<file path="src/rtl/keypad_pkg.sv">
// Shared types and default 4x3 keymap for the grid keypad navigator.
package keypad_pkg;

    typedef enum logic [1:0] {
        IDLE     = 2'd0,
        WAIT_REL = 2'd1,
        ARMED    = 2'd2
    } arm_state_t;

    typedef enum logic [2:0] {
        DIR_NONE = 3'd0,
        DIR_U    = 3'd1,
        DIR_D    = 3'd2,
        DIR_L    = 3'd3,
        DIR_R    = 3'd4
    } dir_t;

    localparam int          DEF_ROWS       = 32'sd4;
    localparam int          DEF_COLS       = 32'sd3;
    localparam int          DEF_KEY_W      = 32'sd4;
    localparam logic [47:0] DEF_KEYMAP     = {4'd1, 4'd2, 4'd3, 4'd4, 4'd5, 4'd6,
                                              4'd7, 4'd8, 4'd9, 4'd10, 4'd0, 4'd11};
    localparam logic [3:0]  DEF_ENTER_CODE = 4'd11;
    localparam logic [3:0]  DEF_BKSP_CODE  = 4'd10;

    // Index width for n entries, never narrower than one bit.
    function automatic int idxWidth(input int n);
        return (n > 32'sd2) ? $clog2(n) : 32'sd1;
    endfunction

endpackage

</file>
<file path="src/rtl/keypad_repeat_timer.sv">
// Hold-to-repeat tick generator: first tick RPT_DELAY cycles after restart, then every RPT_PERIOD.
module keypad_repeat_timer
    import keypad_pkg::*;
#(
    parameter int RPT_DELAY  = 50_000_000,
    parameter int RPT_PERIOD = 15_000_000
) (
    input  logic clk,
    input  logic reset_n,
    input  logic held,
    input  logic restart,
    output logic tick
);

    localparam int CNT_W = idxWidth((RPT_DELAY > RPT_PERIOD) ? RPT_DELAY : RPT_PERIOD);
    localparam logic [CNT_W-1:0] DLY_LAST = CNT_W'(RPT_DELAY - 32'sd1);
    localparam logic [CNT_W-1:0] PER_LAST = CNT_W'(RPT_PERIOD - 32'sd1);

    logic [CNT_W-1:0] cnt;
    logic             first;

    // Tick when the held interval for the current phase has elapsed
    always_comb begin
        tick = held & ~restart & (cnt == (first ? DLY_LAST : PER_LAST));
    end

    // Interval counter; any restart or release returns to the initial-delay phase
    always_ff @(posedge clk) begin
        if (!reset_n || restart || !held) begin
            cnt   <= {CNT_W{1'b0}};
            first <= 1'b1;
        end else if (tick) begin
            cnt   <= {CNT_W{1'b0}};
            first <= 1'b0;
        end else begin
            cnt   <= cnt + CNT_W'(1);
            first <= first;
        end
    end

endmodule

</file>
<file path="src/rtl/keypad_nav_engine.sv">
// Grid keypad cursor navigator and selector with arming FSM.
// Optional hold-to-repeat navigation is built when AUTO_REPEAT_EN is defined.
module keypad_nav_engine
    import keypad_pkg::*;
#(
    parameter int                          ROWS       = DEF_ROWS,
    parameter int                          COLS       = DEF_COLS,
    parameter int                          KEY_W      = DEF_KEY_W,
    parameter logic [ROWS*COLS*KEY_W-1:0]  KEYMAP     = DEF_KEYMAP,
    parameter logic [KEY_W-1:0]            ENTER_CODE = DEF_ENTER_CODE,
    parameter logic [KEY_W-1:0]            BKSP_CODE  = DEF_BKSP_CODE,
    parameter bit                          WRAP       = 1'b1,
    parameter int                          RPT_DELAY  = 50_000_000,
    parameter int                          RPT_PERIOD = 15_000_000
) (
    input  logic                       clk,
    input  logic                       reset_n,
    input  logic                       enable,
    input  logic                       btn_u,
    input  logic                       btn_d,
    input  logic                       btn_l,
    input  logic                       btn_r,
    input  logic                       btn_c,
    input  logic                       cursor_home,
    output logic [idxWidth(ROWS)-1:0]  row_pos,
    output logic [idxWidth(COLS)-1:0]  col_pos,
    output logic [KEY_W-1:0]           key_code,
    output logic                       key_valid,
    output logic                       digit_pressed,
    output logic                       enter_pressed,
    output logic                       backspace_pressed,
    output logic                       armed
);

    localparam int RW    = idxWidth(ROWS);
    localparam int CW    = idxWidth(COLS);
    localparam int CELLS = ROWS * COLS;
    localparam int IW    = idxWidth(CELLS);
    localparam logic [RW-1:0] ROW_MAX = RW'(ROWS - 32'sd1);
    localparam logic [CW-1:0] COL_MAX = CW'(COLS - 32'sd1);

    arm_state_t       armState, armNext;
    logic             armedS;
    logic [4:0]       btnLvl, btnPrev, btnRise;   // {c, r, l, d, u}
    logic [RW-1:0]    rowPos, rowNext;
    logic [CW-1:0]    colPos, colNext;
    logic [KEY_W-1:0] keyCode, selCode;
    logic             keyValid, digitP, enterP, bkspP, select;
    logic [IW-1:0]    cellIdx;
    dir_t             riseDir, moveDir;

    assign btnLvl  = {btn_c, btn_r, btn_l, btn_d, btn_u};
    assign btnRise = btnLvl & ~btnPrev;
    assign select  = btnRise[4] & enable & (armState == ARMED);
    assign cellIdx = IW'(rowPos) * IW'(COLS) + IW'(colPos);

    // Arm state register
    always_ff @(posedge clk) begin
        if (!reset_n) begin
            armState <= IDLE;
        end else begin
            armState <= armNext;
        end
    end

    // Arm next state: btn_c must be seen released before selection is armed
    always_comb begin
        armNext = armState;
        if (!enable) begin
            armNext = IDLE;
        end else begin
            case (armState)
                IDLE:     armNext = WAIT_REL;
                WAIT_REL: armNext = btn_c ? WAIT_REL : ARMED;
                ARMED:    armNext = ARMED;
                default:  armNext = IDLE;
            endcase
        end
    end

    // Arm output decode
    always_comb begin
        armedS = (armState == ARMED);
    end

    // Highest-priority fresh direction press: U > D > L > R
    always_comb begin
        riseDir = DIR_NONE;
        if (!enable)         riseDir = DIR_NONE;
        else if (btnRise[0]) riseDir = DIR_U;
        else if (btnRise[1]) riseDir = DIR_D;
        else if (btnRise[2]) riseDir = DIR_L;
        else if (btnRise[3]) riseDir = DIR_R;
        else                 riseDir = DIR_NONE;
    end

`ifdef AUTO_REPEAT_EN
    dir_t trackDir;
    logic trackLvl, held, restart, tick;

    // Current level of the direction being tracked for repeat
    always_comb begin
        case (trackDir)
            DIR_U:   trackLvl = btn_u;
            DIR_D:   trackLvl = btn_d;
            DIR_L:   trackLvl = btn_l;
            DIR_R:   trackLvl = btn_r;
            default: trackLvl = 1'b0;
        endcase
    end

    assign restart = (riseDir != DIR_NONE);
    assign held    = enable & ~cursor_home & trackLvl;

    // Repeat tracker: follows each winning press, dropped on release/disable/home
    always_ff @(posedge clk) begin
        if (!reset_n || !enable || cursor_home) begin
            trackDir <= DIR_NONE;
        end else if (restart) begin
            trackDir <= riseDir;
        end else if (!trackLvl) begin
            trackDir <= DIR_NONE;
        end else begin
            trackDir <= trackDir;
        end
    end

    keypad_repeat_timer #(
        .RPT_DELAY  (RPT_DELAY),
        .RPT_PERIOD (RPT_PERIOD)
    ) uRepeatTimer (
        .clk     (clk),
        .reset_n (reset_n),
        .held    (held),
        .restart (restart),
        .tick    (tick)
    );

    assign moveDir = restart ? riseDir : (tick ? trackDir : DIR_NONE);
`else
    assign moveDir = riseDir;
`endif

    // Next cursor position; home wins over any move
    always_comb begin
        rowNext = rowPos;
        colNext = colPos;
        if (cursor_home) begin
            rowNext = {RW{1'b0}};
            colNext = {CW{1'b0}};
        end else begin
            case (moveDir)
                DIR_U: rowNext = (rowPos == {RW{1'b0}}) ? (WRAP ? ROW_MAX : rowPos) : rowPos - RW'(1);
                DIR_D: rowNext = (rowPos == ROW_MAX) ? (WRAP ? {RW{1'b0}} : rowPos) : rowPos + RW'(1);
                DIR_L: colNext = (colPos == {CW{1'b0}}) ? (WRAP ? COL_MAX : colPos) : colPos - CW'(1);
                DIR_R: colNext = (colPos == COL_MAX) ? (WRAP ? {CW{1'b0}} : colPos) : colPos + CW'(1);
                default: begin
                    rowNext = rowPos;
                    colNext = colPos;
                end
            endcase
        end
    end

    // Keymap lookup at the pre-move cursor; cell(0,0) sits in the MSBs
    always_comb begin
        selCode = {KEY_W{1'b0}};
        for (int i = 0; i < CELLS; i++) begin
            if (cellIdx == IW'(i)) selCode = KEYMAP[(CELLS - 1 - i) * KEY_W +: KEY_W];
            else                   selCode = selCode;
        end
    end

    // Registered cursor, key code, event pulses and button history
    always_ff @(posedge clk) begin
        if (!reset_n) begin
            btnPrev  <= btnLvl;
            rowPos   <= {RW{1'b0}};
            colPos   <= {CW{1'b0}};
            keyCode  <= {KEY_W{1'b0}};
            keyValid <= 1'b0;
            digitP   <= 1'b0;
            enterP   <= 1'b0;
            bkspP    <= 1'b0;
        end else begin
            btnPrev  <= btnLvl;
            rowPos   <= rowNext;
            colPos   <= colNext;
            keyCode  <= select ? selCode : keyCode;
            keyValid <= select;
            enterP   <= select & (selCode == ENTER_CODE);
            bkspP    <= select & (selCode != ENTER_CODE) & (selCode == BKSP_CODE);
            digitP   <= select & (selCode != ENTER_CODE) & (selCode != BKSP_CODE);
        end
    end

    assign row_pos           = rowPos;
    assign col_pos           = colPos;
    assign key_code          = keyCode;
    assign key_valid         = keyValid;
    assign digit_pressed     = digitP;
    assign enter_pressed     = enterP;
    assign backspace_pressed = bkspP;
    assign armed             = armedS;

endmodule
</file>
<file path="config.mk">
export PLATFORM = sky130hd
export DESIGN_NAME = keypad_nav_engine
export DESIGN_NICKNAME = d
export VERILOG_FILES = /design/src/rtl/keypad_pkg.sv /design/src/rtl/keypad_repeat_timer.sv /design/src/rtl/keypad_nav_engine.sv
export SDC_FILE = /design/constraint.sdc
export NUM_CORES = 1
export LEC_CHECK = 0
export BUFFER_PORTS_ARGS = -buffer_cell sky130_fd_sc_hd__buf_2
export CORE_MARGIN = 8
export CORE_UTILIZATION = 40
export DETAILED_ROUTE_END_ITERATION = 10
export HOLD_SLACK_MARGIN = 0.15
export SYNTH_ARGS = -nofsm -noshare
export SYNTH_HDL_FRONTEND = slang
export SYNTH_HIERARCHICAL = 1
export SYNTH_SLANG_ARGS = --single-unit
</file>
<file path="constraint.sdc">
create_clock -name clk -period 2.55 [get_ports clk]
set_input_delay 0.3825 -clock clk [delete_from_list [all_inputs] [get_ports clk]]
set_output_delay 0.3825 -clock clk [all_outputs]
set_load 0.01 [all_outputs]
</file>
# [Word-level counts from Yosys, hierarchy flattened]
# Cells that the tools add are included.
[word_totals] register_bits=19 inputBits=9 out_inout_bits=13 word_cells=80
[classes] n_bitwise=9 reduce_logical=8 addsub=5 n_mux=25 multipliers=1 n_eq_ne=23
[ops] op="$mux W4" n=11
[ops] op="$eq A4 B4 Y1 const B" n=6
[ops] op="$eq A4 B3 Y1 const B" n=4
[ops] op="$mux W3" n=5
[ops] op="$mux W2" n=5
[ops] op="$eq A4 B2 Y1 const B" n=2
[ops] op="$ne A4 B4 Y1 const B" n=2
[ops] op="$pmux W2 S2" n=2
[ops] op="$and A1 B1 Y1" n=6
[ops] op="$eq A2 B2 Y1 const B" n=3
[ops] op="$eq A3 B2 Y1 const B" n=2
[ops] op="$logic_not A2 Y1" n=3
[ops] op="$pmux W2 S3" n=1
[ops] op="$and A5 B5 Y5" n=1
[ops] op="$not A5 Y5" n=1
[ops] op="$add A2 B1 Y2 const B" n=2
[ops] op="$add A4 B2 Y4" n=1
[ops] op="$eq A4 B1 Y1 const B" n=1
[ops] op="$logic_not A4 Y1" n=1
[ops] op="$mul A2 B2 Y4 const B" n=1
[ops] op="$reduce_bool A2 Y1" n=2
[ops] op="$sub A2 B1 Y2 const B" n=2
[ops] op="$eq A3 B1 Y1 const B" n=1
[ops] op="$eq A3 B3 Y1 const B" n=1
[ops] op="5 further kinds" n=5

# [Logic depth before layout (Yosys ltp)]
[logic_depth] ltp_word=18 depth_mapped=8 ltp_nobuf=8

# [Least setup slack after synthesis]
# No wires, ideal clock.
[synth_timing] path_type="register to register" startpoint="register rowPos[0] (netlist: row_pos[0])" endpoint="register keyCode[3] (netlist: key_code[3])" period_less_slack_ps=2151 path_slack_ps=399 setup_ps=58 n_path_buf=0 required_ps=2492 arrival_time_ps=2093 stages_incl_launch_ff=8 path_cell_list="dfxtp_1 fa_1 ha_1 inv_1 fa_1 inv_1 o311ai_1 o211a_1"
[synth_between] elab_chain_len=13 word_cells_on_any_way=22 cone_classes="add/sub (1); mul (1); eq/ne (10); mux (10)"
[synth_lines] element="start, declared" line_no="keypad_nav_engine.sv:45" text="logic [RW-1:0] rowPos, rowNext;"
[synth_lines] element="start signal, assigned" line_no="keypad_nav_engine.sv:178" text="rowPos <= {RW{1'b0}};"
[synth_lines] element="start signal, assigned" line_no="keypad_nav_engine.sv:187" text="rowPos <= rowNext;"
[synth_lines] element="$mul A2 B2 Y4 (*)" line_no="keypad_nav_engine.sv:55" text="assign cellIdx = IW'(rowPos) * IW'(COLS) + IW'(colPos);"
[synth_lines] element="$add A4 B2 Y4 (*)" line_no="keypad_nav_engine.sv:55"
[synth_lines] element="$eq A4 B2 Y1" line_no="keypad_nav_engine.sv:169" text="if (cellIdx == IW'(i)) selCode = KEYMAP[(CELLS - 1 - i) * KEY_W +: KEY_W];"
[synth_lines] element="$mux W4 (9 in series)" line_no="keypad_nav_engine.sv:169"
[synth_lines] element="$mux W4 (*)" line_no="keypad_nav_engine.sv:169"
[synth_lines] element="end signal, assigned" line_no="keypad_nav_engine.sv:180" text="keyCode <= {KEY_W{1'b0}};"
[synth_lines] element="end signal, assigned" line_no="keypad_nav_engine.sv:189" text="keyCode <= select ? selCode : keyCode;"
[synth_lines] element="end, declared" line_no="keypad_nav_engine.sv:47" text="logic [KEY_W-1:0] keyCode, selCode;"
# Mark *: on every way between the ends. The rest lies on a longest branch, timed or not.
# A chain may end at the register's enable or synchronous reset.

# [Worst setup path after layout]
# Ends and elaborated chain as after synthesis.

==> impl_metrics.env <==
export IMPL_seqCellArea_um2=380
export IMPL_diodes=0
export IMPL_fp_dieArea_um2=4280
export IMPL_vias=755
export IMPL_grt_usage_pct=8.84
export IMPL_area_growth_pct=14.7
export IMPL_status="finished, final reports clean"
export IMPL_postCtsSetupBuffers=0
export IMPL_drv_cap=0
export IMPL_cts_tree="done"
export IMPL_critPathKind="flip-flop to flip-flop"
export IMPL_rrSetupSlack_ns=0.32
export IMPL_cts_repair_resized=0
export IMPL_cellPowerDensity_nw_per_um2=464
export IMPL_cp_data_required_time_ns=2.80
export IMPL_finalWorstPathRequiredPeriod_ns=2.23
export IMPL_synth_ff_type="dfxtp_1"
export IMPL_fillers=275
export IMPL_syn_inst=100
export IMPL_synthArstFlopShare_pct=0
export IMPL_ys_warn_count=6
export IMPL_syn_avg_cell_area_um2=9.77
export IMPL_htree_levels=1
export IMPL_crit_path_start_kind="flip-flop"
export IMPL_end_kind="flip-flop"
export IMPL_hold_viol=0
export IMPL_ys_ff_latch=19
export IMPL_arrival_ns=2.48
export IMPL_ys_seq_area_share_pct=38.9
export IMPL_leakage_nw=0.523
export IMPL_finClkSkew_ns=0.000665
export IMPL_wire_per_inst_um=11.9
export IMPL_clk_path_buf_depth=2
export IMPL_ant_nets=0
export IMPL_finalSetupViolCount=0
export IMPL_nets=141
export IMPL_slew_violations=0
export IMPL_max_clock_freq_ghz=0.449
export IMPL_worst_pin_slew_ns=0.281
export IMPL_slowest_delay_ns=0.56
export IMPL_core_um2=2390
export IMPL_place_hpwl_mm=1.44
export IMPL_cts_sinks=19
export IMPL_multi_input_area_um2=537
export IMPL_power_uw=521
export IMPL_post_route_cells_drive_above_1_share_pct=25.4
export IMPL_hold_ws_ns=0.194
export IMPL_dieWidth_um=65.4
export IMPL_drc=0
export IMPL_syn_area_um2=977
export IMPL_antenna_found_initial=0
export IMPL_synth_edf_count=0
export IMPL_fin_crit_sh_pct=87.4
export IMPL_io_buffers=21
export IMPL_min_path_type="input pin to flip-flop"
export IMPL_grt_max_degree=12
export IMPL_cp_cell_sequence="fa_1 > ha_1 > inv_1 > fa_1 > inv_1 > o311ai_1 > o211a_1"
export IMPL_grt_pass1_wl_mm=3.08
export IMPL_wl_mm=1.82
export IMPL_viasPerCell=4.97
export IMPL_ctsHoldBuffers=0
export IMPL_final_common_cell="buf_2"
export IMPL_critPathMaxFanout=7
export IMPL_clk_latency_ns=0.29
export IMPL_initial_utilization_pct=40.9
export IMPL_synth_cell_types=37
export IMPL_relSlewSlack_pct=81.3
export IMPL_clk_pin_slew_ns=0.11
export IMPL_final_cell_mix="buf_2 (21), dfxtp_1 (19), inv_1 (9)"
export IMPL_fp_row_count=18
export IMPL_drtIter0Drc=28
export IMPL_first_pass_iters=4
export IMPL_dieHeight_um=65.4
export IMPL_root_buffer="clkbuf_4"
export IMPL_irDropWorstVdd_mv=0.244
export IMPL_grt_setup_unrepaired="no"
export IMPL_numCtsBuffers=3
export IMPL_syn_nets=118
export IMPL_io_pins=22
export IMPL_first_global_vias=735
export IMPL_critPathSlowestCell="fa_1"
export IMPL_gp_congestion=0.740
export IMPL_overflow=0
export IMPL_fin_tns_setup_ns=0
routing by layer:
metal  share of wire, %  global-route usage, %  wire (µm)  vias up
met5                  0                      0          0        -
met4               0.39                   2.45          7        0
met3                4.6                   3.23         84        2
met2                 48                   14.9        876       13
met1                 47                   10.3        848      346
li1                   -                      -          -      394
worst max-delay path: cells and delay by family, from the launching register on:
kind	cells	cell delay (ns)
AO/OA/AOI/OAI	2	0.45
buffers and inverters	2	0.13
adder cells (fa/ha/maj)	3	1.20
flip-flops	1	0.41
stage by stage:
stage	utilization, %	area [µm²]	worst slack, ns	cells
CTS	47.0	1120	0.300	152
finish	47.0	1120	0.321	152
global placement	45.8	1090	0.372	148
detailed placement	45.8	1090	0.355	148
floorplan	-	977	0.399	100
global route	47.0	1120	0.163	152
final timing paths:
path               startpoint           to  cells past startpoint
setup / recovery   row_pos[0]  key_code[3]                      7
hold reg to reg   armState[1]  armState[0]                      1
setup reg to reg   row_pos[0]  key_code[3]                      7
hold / removal          btn_r   btnPrev[3]                      1
power by group:
part | total (mW) | switching (mW) | internal [mW]
registers | 0.310 | 0.00582 | 0.304
clock network | 0.150 | 0.0919 | 0.0584
logic | 0.0605 | 0.0312 | 0.0293
total | 0.521 | 0.129 | 0.392
area by class of cell:
type | instances | share of cell area, %
clock buffer | 3 | 2.01
clock inverter | 1 | 0.446
inverter | 9 | 3.01
multi-input combinational | 69 | 47.9
sequential | 19 | 33.9
tap | 30 | 3.35
timing repair buffer | 21 | 9.37
logic make-up (layout without fill, tap and decap cells):
family | after synthesis | count (layout) | synth area share, %
simple gates | 36 | 36 | 22.4
buf+inv | 12 | 34 | 6.15
compound gates | 21 | 21 | 16.1
flops | 19 | 19 | 38.9
xor+xnor | 2 | 2 | 1.79
mux | 1 | 1 | 1.54
fa+ha+maj | 9 | 9 | 13.1
cell usage after synthesis, types with 3 or more instances:
| cell type | count | area (µm²) |
|---|---|---|
| dfxtp_1 | 19 | 380 |
| inv_1 | 9 | 33.8 |
| ha_1 | 7 | 87.6 |
| nand2_1 | 6 | 22.5 |
| nor2_1 | 6 | 22.5 |
| nor2b_1 | 6 | 37.5 |
| nand2b_1 | 5 | 31.3 |
| a31oi_1 | 4 | 25.0 |
| a21oi_1 | 3 | 15.0 |
| nand3_1 | 3 | 15.0 |
| o21ai_0 | 3 | 15.0 |
flip-flops by register name, summed over array words and instances, names as in the netlist:
| signal | cells |
|---|---|
| enter_pressed | 1 |
| row_pos | 2 |
| key_code | 4 |
| backspace_pressed | 1 |
| btnPrev | 5 |
| key_valid | 1 |
| col_pos | 2 |
| digit_pressed | 1 |
| armState | 2 |
(Power assumes the default switching activity.)
